`src/rtl/flit_sink_monitor_if.sv`:
```
// Flit handshake bundle between a flit source and flit_sink_monitor.
interface flit_sink_monitor_if #(
   parameter int FLIT_W = 54
);
   logic              flit_valid;
   logic [FLIT_W-1:0] flit_data;
   logic              flit_ready;

   modport master (output flit_valid, output flit_data, input flit_ready);
   modport slave  (input flit_valid, input flit_data, output flit_ready);
endinterface

```
`src/rtl/flit_sink_monitor.sv`:
```
// Packet sink: delimits flit packets, reports length and bit-toggle activity.
// Optional FLIT_HALF_TOGGLE_EN adds per-half toggle reports.
module flit_sink_monitor #(
   parameter int FLIT_W  = 54,
   parameter int PAYLOAD = 20,
   parameter int MAX_LEN = 255
) (
   input  logic                 clk,
   input  logic                 rst_n,
   flit_sink_monitor_if.slave   flit,
   output logic                 pkt_done,
   output logic [7:0]           pkt_len,
   output logic [15:0]          pkt_toggles,
   output logic                 len_err,
   output logic [15:0]          pkt_count,
`ifdef FLIT_HALF_TOGGLE_EN
   output logic [15:0]          pkt_toggles_lo,
   output logic [15:0]          pkt_toggles_hi,
`endif
   output logic [31:0]          total_toggles
);
   localparam int unsigned FW   = FLIT_W;
   localparam int unsigned LO_W = FLIT_W / 2;

   typedef enum logic [1:0] {IDLE, RECV, REPORT} state_t;

   state_t            state_q, state_d;
   logic [7:0]        len_q, len_d;
   logic [15:0]       acc_q, acc_d;
   logic [FLIT_W-1:0] prev_q;
   logic [7:0]        pkt_len_q;
   logic [15:0]       pkt_tog_q;
   logic              len_err_q;
   logic [15:0]       count_q;
   logic [31:0]       total_q;
   logic [FLIT_W-1:0] diff;
   logic [15:0]       tog, tog_lo, tog_hi;
   logic [32:0]       tot_sum;
   logic              accept, report_entry;
`ifdef FLIT_HALF_TOGGLE_EN
   logic [15:0]       acc_lo_q, acc_lo_d, acc_hi_q, acc_hi_d;
   logic [15:0]       pkt_lo_q, pkt_hi_q;
`endif

   assign flit.flit_ready = (state_q != REPORT);
   assign accept          = flit.flit_valid && flit.flit_ready;

   always_comb begin
      tog_lo = '0;
      tog_hi = '0;
      diff   = flit.flit_data ^ prev_q;
      for (int unsigned i = 0; i < FW; i++) begin
         if (i < LO_W) tog_lo = tog_lo + 16'(diff[i]);
         else          tog_hi = tog_hi + 16'(diff[i]);
      end
      tog = tog_lo + tog_hi;
   end

   // len_d/acc_d always hold the packet totals as of the edge, so the report
   // registers load from them on either REPORT entry path.
   always_comb begin
      state_d = state_q;
      len_d   = len_q;
      acc_d   = acc_q;
`ifdef FLIT_HALF_TOGGLE_EN
      acc_lo_d = acc_lo_q;
      acc_hi_d = acc_hi_q;
`endif
      case (state_q)
         IDLE: begin
            if (accept) begin
               len_d   = 8'd1;
               acc_d   = tog;
`ifdef FLIT_HALF_TOGGLE_EN
               acc_lo_d = tog_lo;
               acc_hi_d = tog_hi;
`endif
               state_d = (len_d == 8'(MAX_LEN)) ? REPORT : RECV;
            end
         end
         RECV: begin
            if (!flit.flit_valid) begin
               state_d = REPORT;
            end else begin
               len_d = len_q + 8'd1;
               acc_d = acc_q + tog;
`ifdef FLIT_HALF_TOGGLE_EN
               acc_lo_d = acc_lo_q + tog_lo;
               acc_hi_d = acc_hi_q + tog_hi;
`endif
               if (len_d == 8'(MAX_LEN)) state_d = REPORT;
            end
         end
         REPORT:  state_d = IDLE;
         default: state_d = IDLE;
      endcase
   end

   assign report_entry = (state_d == REPORT) && (state_q != REPORT);
   assign tot_sum      = {1'b0, total_q} + {17'b0, pkt_tog_q};

   always_ff @(posedge clk) begin
      if (!rst_n) begin
         state_q   <= IDLE;
         len_q     <= '0;
         acc_q     <= '0;
         prev_q    <= '0;
         pkt_len_q <= '0;
         pkt_tog_q <= '0;
         len_err_q <= 1'b0;
         count_q   <= '0;
         total_q   <= '0;
`ifdef FLIT_HALF_TOGGLE_EN
         acc_lo_q  <= '0;
         acc_hi_q  <= '0;
         pkt_lo_q  <= '0;
         pkt_hi_q  <= '0;
`endif
      end else begin
         state_q <= state_d;
         len_q   <= len_d;
         acc_q   <= acc_d;
`ifdef FLIT_HALF_TOGGLE_EN
         acc_lo_q <= acc_lo_d;
         acc_hi_q <= acc_hi_d;
`endif
         if (accept) prev_q <= flit.flit_data;
         if (report_entry) begin
            pkt_len_q <= len_d;
            pkt_tog_q <= acc_d;
            len_err_q <= (len_d != 8'(PAYLOAD));
`ifdef FLIT_HALF_TOGGLE_EN
            pkt_lo_q  <= acc_lo_d;
            pkt_hi_q  <= acc_hi_d;
`endif
         end
         if (state_q == REPORT) begin
            count_q <= count_q + 16'd1;
            total_q <= tot_sum[32] ? '1 : tot_sum[31:0];
         end
      end
   end

   assign pkt_done      = (state_q == REPORT);
   assign pkt_len       = pkt_len_q;
   assign pkt_toggles   = pkt_tog_q;
   assign len_err       = len_err_q;
   assign pkt_count     = count_q;
   assign total_toggles = total_q;
`ifdef FLIT_HALF_TOGGLE_EN
   assign pkt_toggles_lo = pkt_lo_q;
   assign pkt_toggles_hi = pkt_hi_q;
`endif
endmodule

```
`src/flat_wrapper.sv`:
```
// flat-port wrapper written by rule: the top's interface ports become plain ports
module flit_sink_monitor_flat 
#(
   parameter int FLIT_W  = 54,
   parameter int PAYLOAD = 20,
   parameter int MAX_LEN = 255
)
  (clk, rst_n, pkt_done, pkt_len, pkt_toggles, len_err, pkt_count, total_toggles, flit_flit_valid, flit_flit_data, flit_flit_ready);
  flit_sink_monitor_if #(.FLIT_W(FLIT_W)) flit_i ();
  input  logic clk;
  input  logic rst_n;
  output logic pkt_done;
  output logic [7:0] pkt_len;
  output logic [15:0] pkt_toggles;
  output logic len_err;
  output logic [15:0] pkt_count;
  output logic [31:0] total_toggles;
  input wire logic [$bits(flit_i.flit_valid)-1:0] flit_flit_valid;
  input wire logic [$bits(flit_i.flit_data)-1:0] flit_flit_data;
  output wire logic [$bits(flit_i.flit_ready)-1:0] flit_flit_ready;
  assign flit_i.flit_valid = flit_flit_valid;
  assign flit_i.flit_data = flit_flit_data;
  assign flit_flit_ready = flit_i.flit_ready;
  flit_sink_monitor #(.FLIT_W(FLIT_W), .PAYLOAD(PAYLOAD), .MAX_LEN(MAX_LEN)) u_core (.clk(clk), .rst_n(rst_n), .flit(flit_i), .pkt_done(pkt_done), .pkt_len(pkt_len), .pkt_toggles(pkt_toggles), .len_err(len_err), .pkt_count(pkt_count), .total_toggles(total_toggles));
endmodule
```
`config.mk`:
```
export PLATFORM = sky130hd
export DESIGN_NAME = flit_sink_monitor_flat
export DESIGN_NICKNAME = d
export VERILOG_FILES = /design/src/rtl/flit_sink_monitor_if.sv /design/src/rtl/flit_sink_monitor.sv /design/src/flat_wrapper.sv
export SDC_FILE = /design/constraint.sdc
export NUM_CORES = 1
export LEC_CHECK = 0
export ABC_AREA = 1
export BUFFER_PORTS_ARGS = -buffer_cell sky130_fd_sc_hd__buf_2
export CAP_MARGIN = 10
export CORE_MARGIN = 5
export CORE_UTILIZATION = 53
export DETAILED_ROUTE_END_ITERATION = 10
export PLACE_DENSITY = 0.77
export SLEW_MARGIN = 40
export SYNTH_ARGS = -nofsm -noshare
export SYNTH_HDL_FRONTEND = slang
export SYNTH_SLANG_ARGS = --single-unit
```
`constraint.sdc`:
```
create_clock -name clk -period 6.74 [get_ports clk]
set_input_delay 1.011 -clock clk [delete_from_list [all_inputs] [get_ports clk]]
set_output_delay 1.011 -clock clk [all_outputs]
set_load 0.03 [all_outputs]
```
==> impl_metrics.ini <==
[logic_synthesis]
netlist_top_cells_area = dfxtp_1 (30%), nand2_1 (9.6%), fa_1 (9.3%)
yosys.area_share.simple = 0.311
post_synth_xor_area_fraction = 0.0648
proportion_of_synthesized_area_in_mux_cells = 0
syn-mean-instance-area_um2 = 7.17
post_syn_nets = 1559
synthesis.yosys.warnings = 0
combinational_family_with_the_most_area_after_synthesis = simple AND/OR/NAND/NOR gates
ys.flop_type = dfxtp_1
synthArstFlopShare = 0
postSynthRegisterBits = 153
synthDistinctLibCells = 41
number_of_enable_flip_flop_cells_after_synthesis = 0
synth_top_area_share = 0.302
synth_compound_gate_area_share = 0.0873
syn_area_mm2 = 0.0101
synth_seq_area_share = 0.302
syn_inst = 1414
post_synth_adder_cell_area = 0.143
netlist.top_cell.by_area = dfxtp_1

[final_layout]
most_common_cell_after_layout_fill_and_taps_aside = nand2_1
sequential_cell_area_mm2 = 0.00306
synth_to_layout_area_growth_pct = 19.1
design.final.nets = 1700
fillers = 1663
fin_util = 0.643
multiInputGateArea_mm2 = 0.00651
final-instance-count-excl-fill = 1804
drive_above_1_share = 0.214
layout_common_cells = nand2_1 (242), nor2_1 (228), inv_1 (172)

[clock_network]
tritoncts = done
clock_tree.root_cell = clkbuf_16
htree_num_levels = 4
clk-insertion-delay-late_ns = 0.43
cts_max_path_buffers = 2
cts.sinks = 153
cts-buffers-inserted = 17
clock_pin_slew_of_the_registers_on_the_worst_case_setup_and_hold_paths_ns = 0.06

[sta]
worst-slew-pin-transition_ns = 0.792
timing_max_transition_violations_final = 0
final_critical_path_setup_slack_ns = -0.143
hold-worst-slack_ns = 0.489
shortest_period_the_worst_path_allows_ns = 6.88
timing.clock.skew_ns = 0.00934
timing.slew.headroom = 0.472
finalCritPeriodShare = 1.02
grt_setup_unrepaired = true
hold_viol = 0
maxClockFrequency_mhz = 145
setup_viol_count_final = 12

[place]
routabilityCongestion = 0.940
port_buffers = 131
placedCellCount = 1757
place_hpwl_um = 19000

[floorplanning]
die-area_mm2 = 0.0220
die_width_um = 148
dieHeight_um = 148
rows = 50
core-area_mm2 = 0.0188
num_io_pins = 132
effective_utilization_at_floorplan = 0.540

[global_routing]
antenna_found_initial = 8
total_grt_usage = 0.243
number_of_global_route_vias_before_repair = 9378
globalRoute.totalOverflow = 0
grt_start_max_net_pins = 84
grt_pass1_wl_um = 44100

[worst_setup_path]
cp-end-kind = flop
critical-path-slowest-cell = fa_2
startpoint_of_the_most_critical_setup_path = flit_flit_data[27]
worstSetupPathType = primary input to flop
critical_path_arrival_ns = 7.24
r2r_start = u_core.prev_q[28]$_SDFFE_PN0P_
highest_fanout_seen_on_the_critical_path = 7
crit_path_max_incr_delay_ns = 0.56
worst-endpoint-required_ns = 7.10
critPathLaunchType = primary input

[detailed_routing]
finalWirelength_um = 26400
via_count = 9502
drc_errors = 0
antenna_violating_nets_post_route = 0
drt_iter0_markers = 555
drt_first_pass_iters = 5
detail_route.wl_per_cell_um = 14.6
post_drt_via_cell_ratio = 5.27

[status]
violations = setup timing
outcome = finished with violations

[hold_path]
worst_hold_path_type = flop to flop
worst_hold_startpoint = u_core.pkt_len[4]$_SDFFE_PN0P_

[job]
timing.max_cap.violations = 0
[worst paths after layout]
kind,cells past startpoint,end,slack (ns)
hold / removal,2,u_core.pkt_len[4]$_SDFFE_PN0P_,0.49
setup / recovery,31,u_core.pkt_toggles[15]$_SDFFE_PN0P_,-0.14
hold reg to reg,2,u_core.pkt_len[4]$_SDFFE_PN0P_,0.49
setup reg to reg,30,u_core.pkt_toggles[15]$_SDFFE_PN0P_,0.19
[flip-flops by register name, summed over array words and instances, names as in the netlist]
signal / cells
u_core.prev_q: 54
u_core.total_toggles: 32
u_core.acc_q: 16
u_core.pkt_count: 16
u_core.pkt_toggles: 16
u_core.len_q: 8
u_core.pkt_len: 8
u_core.state_q: 2
u_core.len_err: 1
[kinds of logic after synthesis]
| kind of cell | count (synthesis) |
|---|---|
| simple gates | 697 |
| buf+inv | 234 |
| compound gates | 167 |
| flops | 153 |
| fa+ha+maj | 88 |
| xor+xnor | 75 |
[critical path: cells and delay by family]
| family | cells | cell delay (ns) |
|---|---|---|
| buffers and inverters | 7 | 0.39 |
| AOI/OAI and AO/OA | 1 | 0.07 |
| and+or+nand+nor | 11 | 1.20 |
| xor gates and xnor gates | 1 | 0.13 |
| adders and majority gates | 11 | 4.42 |
[layout make-up]
cell class / instances / area share
well taps: 234 / 0.0243
flip-flops and latches: 153 / 0.254
clock inverters: 10 / 0.00777
diodes: 3 / 0.000622
multi-input cells: 1027 / 0.539
inverters: 191 / 0.0596
repair buffers: 165 / 0.0768
clock buffers: 21 / 0.0381
[synthesized netlist by cell type (3+ instances only)]
cell,count
buf_6,4
o21ai_1,4
o21a_1,4
xnor2_1,52
and2_1,3
inv_1,184
dfxtp_1,153
fa_1,47
xor2_1,23
or2_2,5
ha_1,41
a21oi_1,47
nand3_1,84
nor3_1,11
buf_1,4
inv_2,6
nand2_1,259
clkbuf_1,25
o21ai_0,89
buf_2,8
nand3b_1,20
nand2_2,9
nand4_1,24
o211ai_1,5
nor2_2,22
nor4_1,6
nand3_2,8
nor2_4,8
nor2_1,231
a31oi_1,14
[metal layers]
metal,track usage,vias to the layer above,share of wire
met4,0.0808,10,0.026
li1,-,4759,-
met2,0.412,273,0.48
met1,0.299,4400,0.43
met5,0,-,0.0023
met3,0.0704,60,0.064
[through the flow]
| step | TNS, ns | setup WS, ns | cell area, µm² |
|---|---|---|---|
| floorplan | -0.760 | -0.120 | 10300 |
| global placement | -9.60 | -0.479 | 11200 |
| detailed placement | -12.93 | -0.612 | 11200 |
| CTS | -0.195 | -0.0644 | 12000 |
| global route | -6.16 | -0.377 | 12100 |
| finish | -0.792 | -0.143 | 12100 |
[what timing repair did]
item                                   4_1_cts  5_1_grt
pin swaps                                   20       25
setup buffers                               12        1
hold buffers                                 0        0
gates resized for setup                     36       23
setup endpoints to repair                   15       27
gates cloned                                 0        0
endpoints found under the hold margin        0        0
Power is not shown: default switching activity piles up to over one toggle a cycle in this logic, so the estimate is an artifact.
